File: src/rtl/life_pkg.sv
// Shared types and constants for the 16x16 toroidal Life run controller.
package life_pkg;

   localparam int unsigned BOARD_W = 256;
   localparam int unsigned ROW_W   = 16;
   localparam int unsigned POP_W   = 9;

   typedef enum logic [1:0] {
      OP_LOAD = 2'd0,
      OP_RUN  = 2'd1,
      OP_STEP = 2'd2,
      OP_STOP = 2'd3
   } cmd_op_e;

   typedef enum logic [1:0] {
      CAUSE_LIMIT   = 2'd0,
      CAUSE_EXTINCT = 2'd1,
      CAUSE_STILL   = 2'd2,
      CAUSE_STOPPED = 2'd3
   } done_cause_e;

   typedef enum logic [1:0] {
      ST_IDLE     = 2'd0,
      ST_LOAD     = 2'd1,
      ST_STEP_PH  = 2'd2,
      ST_CHECK_PH = 2'd3
   } state_e;

endpackage

File: src/rtl/life_popcount.sv
// Combinational population count of a 256-cell board: per-row counts, then a pairwise adder tree.
module life_popcount
   import life_pkg::*;
(
   input  logic [BOARD_W-1:0] board_i,
   output logic [POP_W-1:0]   count_o
);

   localparam int unsigned ROW_CNT_W = 5;

   logic [ROW_CNT_W-1:0] row_cnt [ROW_W];
   logic [5:0]           sum1    [8];
   logic [6:0]           sum2    [4];
   logic [7:0]           sum3    [2];

   always_comb begin
      for (int r = 0; r < 16; r++) begin
         row_cnt[r] = '0;
         for (int c = 0; c < 16; c++) begin
            row_cnt[r] = row_cnt[r] + ROW_CNT_W'(board_i[r*16 + c]);
         end
      end
      for (int i = 0; i < 8; i++) begin
         sum1[i] = 6'(row_cnt[2*i]) + 6'(row_cnt[2*i + 1]);
      end
      for (int i = 0; i < 4; i++) begin
         sum2[i] = 7'(sum1[2*i]) + 7'(sum1[2*i + 1]);
      end
      for (int i = 0; i < 2; i++) begin
         sum3[i] = 8'(sum2[2*i]) + 8'(sum2[2*i + 1]);
      end
   end

   assign count_o = POP_W'(sum3[0]) + POP_W'(sum3[1]);

endmodule

File: src/rtl/life_run_ctrl.sv
// Command sequencer for the step-enabled Life engine: load, run-N, step, stop, auto-halt.
// Optional period-2 oscillator detection (adds prev2 register and osc port) under LIFE_PERIOD2_DETECT_EN.
module life_run_ctrl
   import life_pkg::*;
#(
   parameter int unsigned GEN_W = 16
) (
   input  logic               clk,
   input  logic               rst_n,
   input  logic               cmd_valid,
   output logic               cmd_ready,
   input  logic [1:0]         cmd_op,
   input  logic [BOARD_W-1:0] cmd_board,
   input  logic [GEN_W-1:0]   cmd_gens,
   output logic               eng_load,
   output logic [BOARD_W-1:0] eng_data,
   output logic               eng_step,
   input  logic [BOARD_W-1:0] eng_q,
   output logic               busy,
   output logic               done,
   output logic [1:0]         done_cause,
   output logic [GEN_W-1:0]   gen_count,
`ifdef LIFE_PERIOD2_DETECT_EN
   output logic               osc,
`endif
   output logic [POP_W-1:0]   pop_count
);

   state_e               state_q, state_d;
   logic [GEN_W-1:0]     remaining_q, remaining_d;
   logic                 unlimited_q, unlimited_d;
   logic [BOARD_W-1:0]   prev_board_q, prev_board_d;
   logic [GEN_W-1:0]     gen_count_q, gen_count_d;
   logic [BOARD_W-1:0]   eng_data_q, eng_data_d;
   logic                 done_q, done_d;
   done_cause_e          done_cause_q, done_cause_d;
`ifdef LIFE_PERIOD2_DETECT_EN
   logic [BOARD_W-1:0]   prev2_board_q, prev2_board_d;
   logic                 osc_q, osc_d;
   logic                 fin_osc_c;
`endif

   cmd_op_e     op_c;
   logic        stop_c;
   logic        fin_c;
   done_cause_e fin_cause_c;

   assign op_c   = cmd_op_e'(cmd_op);
   assign stop_c = cmd_valid && (op_c == OP_STOP);

   // Next-state and register updates; a finishing run is collected in fin_c and applied once.
   always_comb begin
      state_d      = state_q;
      remaining_d  = remaining_q;
      unlimited_d  = unlimited_q;
      prev_board_d = prev_board_q;
      gen_count_d  = gen_count_q;
      eng_data_d   = eng_data_q;
      done_d       = 1'b0;
      done_cause_d = done_cause_q;
      fin_c        = 1'b0;
      fin_cause_c  = CAUSE_LIMIT;
`ifdef LIFE_PERIOD2_DETECT_EN
      prev2_board_d = prev2_board_q;
      osc_d         = osc_q;
      fin_osc_c     = 1'b0;
`endif

      unique case (state_q)
         ST_IDLE: begin
            if (cmd_valid) begin
               case (op_c)
                  OP_LOAD: begin
                     eng_data_d  = cmd_board;
                     gen_count_d = '0;
                     state_d     = ST_LOAD;
                  end
                  OP_RUN: begin
                     remaining_d = cmd_gens;
                     unlimited_d = (cmd_gens == '0);
                     state_d     = ST_STEP_PH;
                  end
                  OP_STEP: begin
                     remaining_d = GEN_W'(1);
                     unlimited_d = 1'b0;
                     state_d     = ST_STEP_PH;
                  end
                  default: ;
               endcase
            end
         end

         ST_LOAD: state_d = ST_IDLE;

         ST_STEP_PH: begin
            prev_board_d = eng_q;
`ifdef LIFE_PERIOD2_DETECT_EN
            prev2_board_d = prev_board_q;
`endif
            gen_count_d = (&gen_count_q) ? gen_count_q : gen_count_q + GEN_W'(1);
            if (!unlimited_q) begin
               remaining_d = remaining_q - GEN_W'(1);
            end
            // The step issued this cycle always lands; a STOP only skips the check.
            if (stop_c) begin
               fin_c       = 1'b1;
               fin_cause_c = CAUSE_STOPPED;
            end else begin
               state_d = ST_CHECK_PH;
            end
         end

         ST_CHECK_PH: begin
            if (stop_c) begin
               fin_c       = 1'b1;
               fin_cause_c = CAUSE_STOPPED;
            end else if (eng_q == '0) begin
               fin_c       = 1'b1;
               fin_cause_c = CAUSE_EXTINCT;
            end else if (eng_q == prev_board_q) begin
               fin_c       = 1'b1;
               fin_cause_c = CAUSE_STILL;
`ifdef LIFE_PERIOD2_DETECT_EN
            end else if ((eng_q == prev2_board_q) && (gen_count_q >= GEN_W'(2))) begin
               fin_c       = 1'b1;
               fin_cause_c = CAUSE_STOPPED;
               fin_osc_c   = 1'b1;
`endif
            end else if ((remaining_q == '0) && !unlimited_q) begin
               fin_c       = 1'b1;
               fin_cause_c = CAUSE_LIMIT;
            end else begin
               state_d = ST_STEP_PH;
            end
         end
      endcase

      if (fin_c) begin
         done_d       = 1'b1;
         done_cause_d = fin_cause_c;
         state_d      = ST_IDLE;
`ifdef LIFE_PERIOD2_DETECT_EN
         osc_d        = fin_osc_c;
`endif
      end
   end

   always_ff @(posedge clk or negedge rst_n) begin
      if (!rst_n) begin
         state_q       <= ST_IDLE;
         remaining_q   <= '0;
         unlimited_q   <= 1'b0;
         prev_board_q  <= '0;
         gen_count_q   <= '0;
         eng_data_q    <= '0;
         done_q        <= 1'b0;
         done_cause_q  <= CAUSE_LIMIT;
`ifdef LIFE_PERIOD2_DETECT_EN
         prev2_board_q <= '0;
         osc_q         <= 1'b0;
`endif
      end else begin
         state_q       <= state_d;
         remaining_q   <= remaining_d;
         unlimited_q   <= unlimited_d;
         prev_board_q  <= prev_board_d;
         gen_count_q   <= gen_count_d;
         eng_data_q    <= eng_data_d;
         done_q        <= done_d;
         done_cause_q  <= done_cause_d;
`ifdef LIFE_PERIOD2_DETECT_EN
         prev2_board_q <= prev2_board_d;
         osc_q         <= osc_d;
`endif
      end
   end

   assign cmd_ready  = (state_q == ST_IDLE) || (op_c == OP_STOP);
   assign eng_load   = (state_q == ST_LOAD);
   assign eng_step   = (state_q == ST_STEP_PH);
   assign eng_data   = eng_data_q;
   assign busy       = (state_q != ST_IDLE);
   assign done       = done_q;
   assign done_cause = done_cause_q;
   assign gen_count  = gen_count_q;
`ifdef LIFE_PERIOD2_DETECT_EN
   assign osc        = osc_q;
`endif

   life_popcount u_popcount (
      .board_i (eng_q),
      .count_o (pop_count)
   );

endmodule

File: config.mk
export PLATFORM = sky130hd
export DESIGN_NAME = life_run_ctrl
export DESIGN_NICKNAME = d
export VERILOG_FILES = /design/src/rtl/life_pkg.sv /design/src/rtl/life_popcount.sv /design/src/rtl/life_run_ctrl.sv
export SDC_FILE = /design/constraint.sdc
export NUM_CORES = 1
export LEC_CHECK = 0
export CORE_AREA = 8 8 311 313
export CTS_BUF_LIST = sky130_fd_sc_hd__clkbuf_16
export DETAILED_ROUTE_END_ITERATION = 10
export DIE_AREA = 0 0 319 321
export HOLD_SLACK_MARGIN = 0.12
export PLACE_DENSITY = 0.69
export SYNTH_ARGS = -nofsm -noshare
export SYNTH_HDL_FRONTEND = slang
export SYNTH_SLANG_ARGS = --single-unit
File: constraint.sdc
create_clock -name clk -period 26.9 [get_ports clk]
set_input_delay 5.38 -clock clk [delete_from_list [all_inputs] [get_ports clk]]
set_output_delay 5.38 -clock clk [all_outputs]
set_load 0.03 [all_outputs]
Word-level counts from Yosys, hierarchy flattened
Index checks and enable logic that the tools add are counted.
{"block": "word_totals", "regBits": 550, "inputBits": 533, "out_inout_bits": 288, "wordCells": 333}
{"block": "op_classes", "addsub": 257, "n_eq_ne": 19, "muxes": 30, "reduce_logical": 19}
{"op": "adder 5 x 1 -> 5 bit", "n": 224}
{"op": "== test 256 bit", "n": 1}
{"op": "logical NOT 256 bit", "n": 1}
{"op": "one-hot mux 16 bit (2 select lines)", "n": 3}
{"op": "two-way mux 16 bit", "n": 5}
{"op": "adder 5 x 5 -> 6 bit", "n": 8}
{"op": "adder 1 x 1 -> 2 bit", "n": 16}
{"op": "logical NOT 16 bit", "n": 2}
{"op": "adder 6 x 6 -> 7 bit", "n": 4}
{"op": "two-way mux 2 bit", "n": 11}
{"op": "adder 16 x 1 -> 16 bit (second input constant)", "n": 1}
{"op": "adder 7 x 7 -> 8 bit", "n": 2}
{"op": "AND reduction 16 bit", "n": 1}
{"op": "subtractor 16 x 1 -> 16 bit (second input constant)", "n": 1}
{"op": "inequality test 3 bit (second input constant)", "n": 5}
{"op": "adder 8 x 8 -> 9 bit", "n": 1}
{"op": "== test 2 bit (second input constant)", "n": 4}
{"op": "one-hot mux 2 bit (2 select lines)", "n": 2}
{"op": "one-hot mux 2 bit (4 select lines)", "n": 1}
{"op": "AND reduction 4 bit", "n": 2}
{"op": "AND reduction 7 bit", "n": 1}
{"op": "two-way mux 1 bit", "n": 6}
{"op": "inequality test 2 bit (second input constant)", "n": 3}
{"op": "AND reduction 3 bit", "n": 2}
{"op": "12 further kinds", "n": 18}

Longest topological paths before layout
Gate-level depths: netlist of the first run.
{"block": "depth", "depth_word": 19, "depth_mapped": 32, "ltp_nobuf": 32}

Hierarchy
A second synthesis of the first run with hierarchy kept.
{"block": "unflattened", "hier_cells": 2981, "hier_area_um2": 32492.4}
{"module": "life_run_ctrl", "instances": 1, "cells_each": 2312, "area_per_inst_um2": 25549.5, "seq_area_each_um2": 13763.2}
{"module": "life_popcount", "instances": 1, "cells_each": 669, "area_per_inst_um2": 6942.9, "seq_area_each_um2": 0.0}

Least setup slack after synthesis of the first run
No wires, ideal clock.
{"block": "synth_path", "path_kind": "input to output", "startpoint": "in eng_q[240]", "endpoint": "out pop_count[8]", "arrival_ps": 13343, "required_time_ps": 21520, "slack_ps": 8177, "stages": 28, "path_buffers": 0, "cell_sequence": "inv_1 > ha_1 > inv_1 > fa_1 > fa_1 > fa_1 > fa_1 > inv_1 > fa_1 > fa_1 > xor2_1 > fa_1 > fa_1 > fa_1 > fa_1 > inv_1 > fa_1 > fa_1 > inv_1 > ha_1 > inv_1 > fa_1 > inv_1 > a21o_1 > a21oi_1 > o21bai_1 > a21oi_1 > xnor2_1"}
{"block": "synth_between", "elab_chain_len": 19}
{"item": "from (decl)", "line_no": "life_run_ctrl.sv:18", "source": "input logic [BOARD_W-1:0] eng_q,"}
{"item": "adder 1 x 1 -> 2 bit", "line_no": "life_popcount.sv:20", "source": "row_cnt[r] = row_cnt[r] + ROW_CNT_W'(board_i[r*16 + c]);"}
{"item": "adder 5 x 1 -> 5 bit (14 in a row)", "line_no": "life_popcount.sv:20"}
{"item": "adder 5 x 5 -> 6 bit", "line_no": "life_popcount.sv:24", "source": "sum1[i] = 6'(row_cnt[2*i]) + 6'(row_cnt[2*i + 1]);"}
{"item": "adder 6 x 6 -> 7 bit", "line_no": "life_popcount.sv:27", "source": "sum2[i] = 7'(sum1[2*i]) + 7'(sum1[2*i + 1]);"}
{"item": "adder 7 x 7 -> 8 bit", "line_no": "life_popcount.sv:30", "source": "sum3[i] = 8'(sum2[2*i]) + 8'(sum2[2*i + 1]);"}
{"item": "adder 8 x 8 -> 9 bit", "line_no": "life_popcount.sv:34", "source": "assign count_o = POP_W'(sum3[0]) + POP_W'(sum3[1]);"}
{"item": "to (decl)", "line_no": "life_run_ctrl.sv:26", "source": "output logic [POP_W-1:0] pop_count"}
No other way between the ends.

Worst setup path in the final report of the first run
{"block": "layout_path", "startpoint": "in eng_q[80]", "endpoint": "out pop_count[8]"}
The elaborated chain is that of the path after synthesis.

==> results.md, run 1 <==
- Slowest cell on the critical path: sky130_fd_sc_hd__clkdlybuf4s50_1
- Wire length of the first global-routing pass: 201800 µm
- Area grow syn2layout: 35.98%
- Maximum clock path buffer count: 3
- FF-to-FF Start: state_q[0]
- Layout cell share with drive strength beyond 1: 9.813%
- Number of standard-cell rows in the floorplan: 112
- Final net count: 4698
- Clock buffer count from CTS: 70
- HPWL after detailed placement: 122700 µm
- Area share of the leading cell type in the synthesized netlist: 42.31%
- Transition time of the tightest slew-check pin: 1.351 ns
- Yosys top cell by area: sky130_fd_sc_hd__dfrtp_1
- Number of warnings printed during yosys synthesis: 0
- Most common cell in the netlist: sky130_fd_sc_hd__dfrtp_1
- Final critical-path required period: 20.32 ns
- Type of origin of the critical path: input pin
- FF+latch area: 13760 µm²
- # fillers: 8600
- Sequential fraction of the synthesis area: 42.31%
- Multi-input gate area in the final layout: 16580 µm²
- Post-CTS clock slew at the launch and capture registers of the worst setup and hold paths: 0.05 ns
- Number of routed nets with antenna violations: 0
- Leading post-synthesis cells by instance count: sky130_fd_sc_hd__dfrtp_1, sky130_fd_sc_hd__inv_1, sky130_fd_sc_hd__nand2_1
- TritonCTS clock tree: done
- Via count of the first global-routing pass: 26502
- Boundary Pins: 821
- Clock root cell: sky130_fd_sc_hd__clkbuf_16
- Required time of the critical path: 21.52 ns
- Area of the die: 102400 µm²
- Antenna violations before repair: 37
- Gates resized, CTS repair: 0
- Wirelength, routed: 145600 µm
- Standard cell core area: 92210 µm²
- Final setup TNS: 0 ns
- Clock H-tree levels: 3
- Max Clock Skew: 0.02516 ns
- Number of sinks handled by clock tree synthesis: 550
- Cell count of the worst reg-to-reg path: 6
- Critical path class: in2out
- Max Cap Violations: 0
- Cell mode on critical path: sky130_fd_sc_hd__fa_1
- Critical Path Fanout Max: 3
- Start point of the worst hold path: remaining_q[0]
- Port Buf Inserts: 820
- Horizontal die dimension: 319 µm
- Detailed-router iteration count before antenna repair: 5
- Final clock period utilization by the worst path: 75.54%
- Final number of hold-violating endpoints: 0
- Number of DRC violations after detailed-routing iteration 0: 2677
- Vertical extent of the die: 321 µm
- Crit-path leading delay family: adder cells
- Buf/Inv on CP: 10
- Longest individual stage delay on the worst path: 0.74 ns
- Proportion of register bits with asynchronous set or reset after synthesis: 100.0%
- Gate count of the mapped netlist: 2993
- Maximum clock frequency: 49.21 MHz
- Final Wtd Congestion: 0.9976
- Register-to-Register Setup Slack: 23.45 ns
- Run status: finished clean
- Total number of vias: 25862
- Setup repair after global routing missed its margin: no
- Routed via count divided by cell count: 5.101
- Mapped cell area: 32530 µm²
- Path type of the worst min-delay path: reg2reg
- Post-detailed-route wirelength per cell: 28.72 µm
- Total congestion overflow: 0
- Number of synthesized flops with an enable pin: 0
- Clock Latency Late Sink: 0.62 ns
- Number of setup buffers added after CTS: 0
- Number of failing setup endpoints in the final timing report: 0
- Pin count of the biggest net entering global routing: 160
- Fin. max-slew vios: 0
- Top_reg_cell synth: sky130_fd_sc_hd__dfrtp_1
- Dominant cells by area after synthesis: sky130_fd_sc_hd__dfrtp_1, sky130_fd_sc_hd__fa_1, sky130_fd_sc_hd__mux2_2
- Worst reg2reg endpoint: prev_board_q[212]
- Relative slew slack: 9.123%
- Mapped Nets: 3888
- Sort of element at the end of the critical path: primary output
- Min-Delay Path Depth: 1
- Starting Density: 35.28%
- Aggregate global-route resource usage: 27.60%
- Register bit total from synthesis: 550
- WHS Endpoint: remaining_q[0]
- Number of buffers added to fix hold violations after cts: 0
- Distinct cell type count of the synthesized netlist: 52
- Synthesized area per cell: 10.87 µm²
- Residual DRC count: 0
- Arrival time at the worst endpoint: 14.94 ns
metrics by stage:
stage               util [%]  hold slack (ns)  area, µm²  worst slack, ns  cells
floorplan                  -           0.4492      32530            8.177   2993
global placement       45.59           0.4661      42030            6.668   4928
detailed placement     45.59           0.4711      42030            6.600   4928
CTS                    47.92           0.4833      44180            6.588   5049
global route           47.94           0.5109      44200            6.233   5058
finish                 47.97           0.4909      44230            6.580   5070
final cells by class:
type | count | share of cell area (%)
Antenna cell | 21 | 0.1188
Clock buffer | 73 | 4.130
Clock inverter | 48 | 0.7269
Inverter | 494 | 4.192
Multi-Input combinational cell | 1853 | 37.47
Sequential cell | 550 | 31.11
Tap cell | 1197 | 3.386
Timing Repair Buffer | 834 | 18.86
sequential cells by signal, summed over array words and instances (netlist names):
name,flops
unlimited_q,1
prev_board_q,256
done_cause,2
remaining_q,16
eng_data,256
gen_count,16
state_q,2
done,1
layer usage:
metal	share of wire [%]	wire length (µm)	up-vias	track usage, %
met1	43	62600	13128	37.94
met3	12	17030	198	11.22
met2	42	61820	1180	39.91
met5	0.084	123	-	0
li1	-	-	11338	-
met4	2.8	4026	18	7.897
worst max-delay path by stage:
stage          slack, ns  depth (start not counted)      endpoint        from
6_report            6.58                         31  pop_count[8]   eng_q[80]
3_3_place_gp        6.67                         30  pop_count[8]  eng_q[240]
5_1_grt             6.23                         30  pop_count[8]  eng_q[240]
2_1_floorplan       8.18                         28  pop_count[8]  eng_q[240]
4_1_cts             6.59                         30  pop_count[8]  eng_q[240]
3_5_place_dp        6.60                         31  pop_count[8]   eng_q[80]
worst reg2reg max path, cell delays in order, from the launching register on:
cell and delay, ns:
sky130_fd_sc_hd__dfrtp_1 0.42, sky130_fd_sc_hd__inv_1 0.22, sky130_fd_sc_hd__nand2_8 0.62, sky130_fd_sc_hd__buf_4 0.95
sky130_fd_sc_hd__buf_4 0.83, sky130_fd_sc_hd__nand2_1 0.18, sky130_fd_sc_hd__o21ai_0 0.12
cell usage in the layout (no fill, tap or decap), types with 23 or more instances in the layout:
master,instances
sky130_fd_sc_hd__nand2_1,293
sky130_fd_sc_hd__ha_1,136
sky130_fd_sc_hd__o21ai_0,284
sky130_fd_sc_hd__inv_1,507
sky130_fd_sc_hd__nor2_1,40
sky130_fd_sc_hd__mux2_2,256
sky130_fd_sc_hd__clkbuf_16,73
sky130_fd_sc_hd__clkdlybuf4s50_1,819
sky130_fd_sc_hd__a21oi_1,35
sky130_fd_sc_hd__nand4_1,35
sky130_fd_sc_hd__xnor2_1,23
sky130_fd_sc_hd__nor4_1,112
sky130_fd_sc_hd__fa_1,226
sky130_fd_sc_hd__xor2_1,283
sky130_fd_sc_hd__dfrtp_1,550
logic make-up after synthesis:
kind of cell / Yosys count / share of synthesized area (%)
buffers and inverters: 590 / 6.839
AOI/OAI and AO/OA: 374 / 6.223
and+or+nand+nor: 554 / 8.358
muxes: 257 / 8.893
adders and majority gates: 362 / 19.14
DFF: 550 / 42.31
xor gates and xnor gates: 306 / 8.239
Power of run 1 is left out: the tool's default activity adds up to more than one toggle a clock period on the data nets, which glitch-free logic cannot reach.
==> inputs of run 2 (changes only) <==
--- a/config.mk
+++ b/config.mk
@@ -5,10 +5,10 @@
 export SDC_FILE = /design/constraint.sdc
 export NUM_CORES = 1
 export LEC_CHECK = 0
-export CORE_AREA = 8 8 311 313
+export CORE_AREA = 8 8 318 320
 export CTS_BUF_LIST = sky130_fd_sc_hd__clkbuf_16
 export DETAILED_ROUTE_END_ITERATION = 10
-export DIE_AREA = 0 0 319 321
+export DIE_AREA = 0 0 326 328
 export HOLD_SLACK_MARGIN = 0.12
 export PLACE_DENSITY = 0.69
 export SYNTH_ARGS = -nofsm -noshare
==> constraint.sdc (replaced) <==
create_clock -name clk -period 18 [get_ports clk]
set_input_delay 3.6 -clock clk [delete_from_list [all_inputs] [get_ports clk]]
set_output_delay 3.6 -clock clk [all_outputs]
set_load 0.03 [all_outputs]
==> run 2 against run 1 <==
  * Non-clock buffer count is 1 lower
  * Via count is 0.92% lower
  * Wire length is 0.26% higher
  * Global-route usage is 1.2 points lower
  * Highest routed layer unchanged
  * Die area is 4.4% higher
  * Design area is 0.35% higher
  * Setup slack worse by 5.2 ns
==> results.md, run 2 (synthesis results as in run 1) <==
- Run status: finished clean (unchanged)
- Fin. max-slew vios: 0 (unchanged)
- Final Wtd Congestion: 0.9785 (was 0.9976)
- Detailed-router iteration count before antenna repair: 6 (was 5)
- Number of failing setup endpoints in the final timing report: 0 (unchanged)
- Final critical-path required period: 16.64 ns
- Post-detailed-route wirelength per cell: 28.32 µm (was 28.72 µm)
- Total number of vias: 25623 (was 25862)
- Critical Path Fanout Max: 3 (unchanged)
- Sort of element at the end of the critical path: primary output (unchanged)
- Type of origin of the critical path: input pin (unchanged)
- Longest individual stage delay on the worst path: 0.74 ns (about the same)
- Fin cells: 5155 (was 5070)
- Commonest non-fill, non-tap cell in the layout: sky130_fd_sc_hd__clkdlybuf4s50_1 (unchanged)
- Final setup TNS: 0 ns (unchanged)
- Maximum clock frequency: 60.08 MHz
- Pin count of the biggest net entering global routing: 268 (was 160)
- Leading cell types in the layout, fill and taps excluded: sky130_fd_sc_hd__clkdlybuf4s50_1, sky130_fd_sc_hd__dfrtp_1, sky130_fd_sc_hd__inv_1, sky130_fd_sc_hd__nand2_1, sky130_fd_sc_hd__o21ai_0 (unchanged)
- Post-CTS clock slew at the launch and capture registers of the worst setup and hold paths: 0.06 ns (was 0.05 ns)
- Cell mode on critical path: sky130_fd_sc_hd__fa_1 (unchanged)
- Total instance count after detailed placement: 5006 (was 4928)
- Number of sinks handled by clock tree synthesis: 550 (unchanged)
- Vertical extent of the die: 328 µm (was 321 µm)
- Critical path class: in2out (unchanged)
- HPWL after detailed placement: 122800 µm (was 122700 µm)
- FF-to-FF Start: state_q[1] (was state_q[0])
- Final clock period utilization by the worst path: 92.47%
- Dpl ws: 1.340 ns (was 6.600 ns)
- Total congestion overflow: 0 (unchanged)
- Boundary Pins: 821 (unchanged)
- Number of DRC violations after detailed-routing iteration 0: 2734 (was 2677)
- Area grow syn2layout: 36.45% (was 35.98%)
- Via count of the first global-routing pass: 25950 (was 26502)
- Relative slew slack: 6.951% (was 9.123%)
- Max Clock Skew: 0.01852 ns (was 0.02516 ns)
- Layout cell share with drive strength beyond 1: 9.805% (was 9.813%)
- Final net count: 4696 (was 4698)
- TritonCTS clock tree: done (unchanged)
- Clock buffer count from CTS: 69 (was 70)
- Routed via count divided by cell count: 4.971 (was 5.101)
- Maximum clock path buffer count: 3 (unchanged)
- Horizontal die dimension: 326 µm (was 319 µm)
- Residual DRC count: 0 (unchanged)
- Area of the die: 106900 µm² (was 102400 µm²)
- Max Cap Violations: 0 (unchanged)
- Wirelength, routed: 146000 µm (was 145600 µm)
- Clock H-tree levels: 3 (unchanged)
- Path type of the worst min-delay path: reg2reg (unchanged)
- Final critical-path setup slack: 1.355 ns (was 6.580 ns)
- Required time of the critical path: 14.40 ns (was 21.52 ns)
- Multi-input gate area in the final layout: 16570 µm² (was 16580 µm²)
- GR peak layer: met2 (unchanged)
- Starting Density: 33.89% (was 35.28%)
- Setup repair after global routing missed its margin: no (unchanged)
- Standard cell core area: 95990 µm² (was 92210 µm²)
- Start point of the worst hold path: remaining_q[1] (was remaining_q[0])
- Clock Latency Late Sink: 0.65 ns (was 0.62 ns)
- Aggregate global-route resource usage: 26.36% (was 27.60%)
- Wire length of the first global-routing pass: 200100 µm (was 201800 µm)
- FF+latch area: 13760 µm² (unchanged)
- Final number of hold-violating endpoints: 0 (unchanged)
- Port Buf Inserts: 820 (unchanged)
- Number of standard-cell rows in the floorplan: 114 (was 112)
- Met2 routing resource usage after global routing: 36.55% (was 39.91%)
- Gates resized, CTS repair: 0 (unchanged)
- Worst setup path startpoint: eng_q[192] (was eng_q[80])
- Antenna violations before repair: 45 (was 37)
- Number of setup buffers added after CTS: 0 (unchanged)
- Clock root cell: sky130_fd_sc_hd__clkbuf_16 (unchanged)
- Share of the core filled with cells in the final layout: 46.24% (was 47.97%)
- Number of routed nets with antenna violations: 0 (unchanged)
- Slowest cell on the critical path: sky130_fd_sc_hd__clkdlybuf4s50_1 (unchanged)
- Arrival time at the worst endpoint: 13.04 ns (was 14.94 ns)
- # fillers: 8924 (was 8600)
- Met3 capacity usage during global routing: 12.62% (was 11.22%)
- Transition time of the tightest slew-check pin: 1.396 ns (was 1.351 ns)
- Routing usage on met1: 35.82% (was 37.94%)
- Number of buffers added to fix hold violations after cts: 0 (unchanged)
## run 2: layer usage
metal / routed length, µm / share of wire, %
met1: 61680 / 42
met2: 60180 / 41
met3: 19300 / 13
met4: 4663 / 3.2
met5: 142 / 0.097
## run 2: final timing paths
check                           cells after the start  slack (ns)                end
worst max-delay path                               29        1.36       pop_count[8]
worst min-delay path                                2        0.49     remaining_q[1]
worst max register to register                      6       13.89       eng_data[33]
worst min register to register                      2        0.49     remaining_q[1]
max in group asynchronous                           3       12.66       eng_data[15]
min in group asynchronous                           1        3.05  prev_board_q[170]
## run 2: final cells by class
class	count	share of cell area [%]
diodes	24	0.1353
clock buffers	69	3.890
clock inverters	56	1.057
inverters	494	4.177
multi-input cells	1853	37.33
flip-flops and latches	550	31.01
well taps	1276	3.597
repair buffers	833	18.81
## run 2: through the flow
stage / hold WS [ns] / instance area [µm²]
2_1_floorplan: 0.4492 / 32530
3_3_place_gp: 0.4657 / 42130
3_5_place_dp: 0.4760 / 42130
4_1_cts: 0.4893 / 44330
5_1_grt: 0.5145 / 44360
6_report: 0.4876 / 44390
## run 2: worst max-delay path: cells and delay by family
kind / cells / cell delay, ns
xor+xnor: 2 / 0.37
compound gates: 4 / 0.63
fa+ha+maj: 15 / 6.80
buf+inv: 8 / 1.65
Power of run 2 is left out for the same reason.
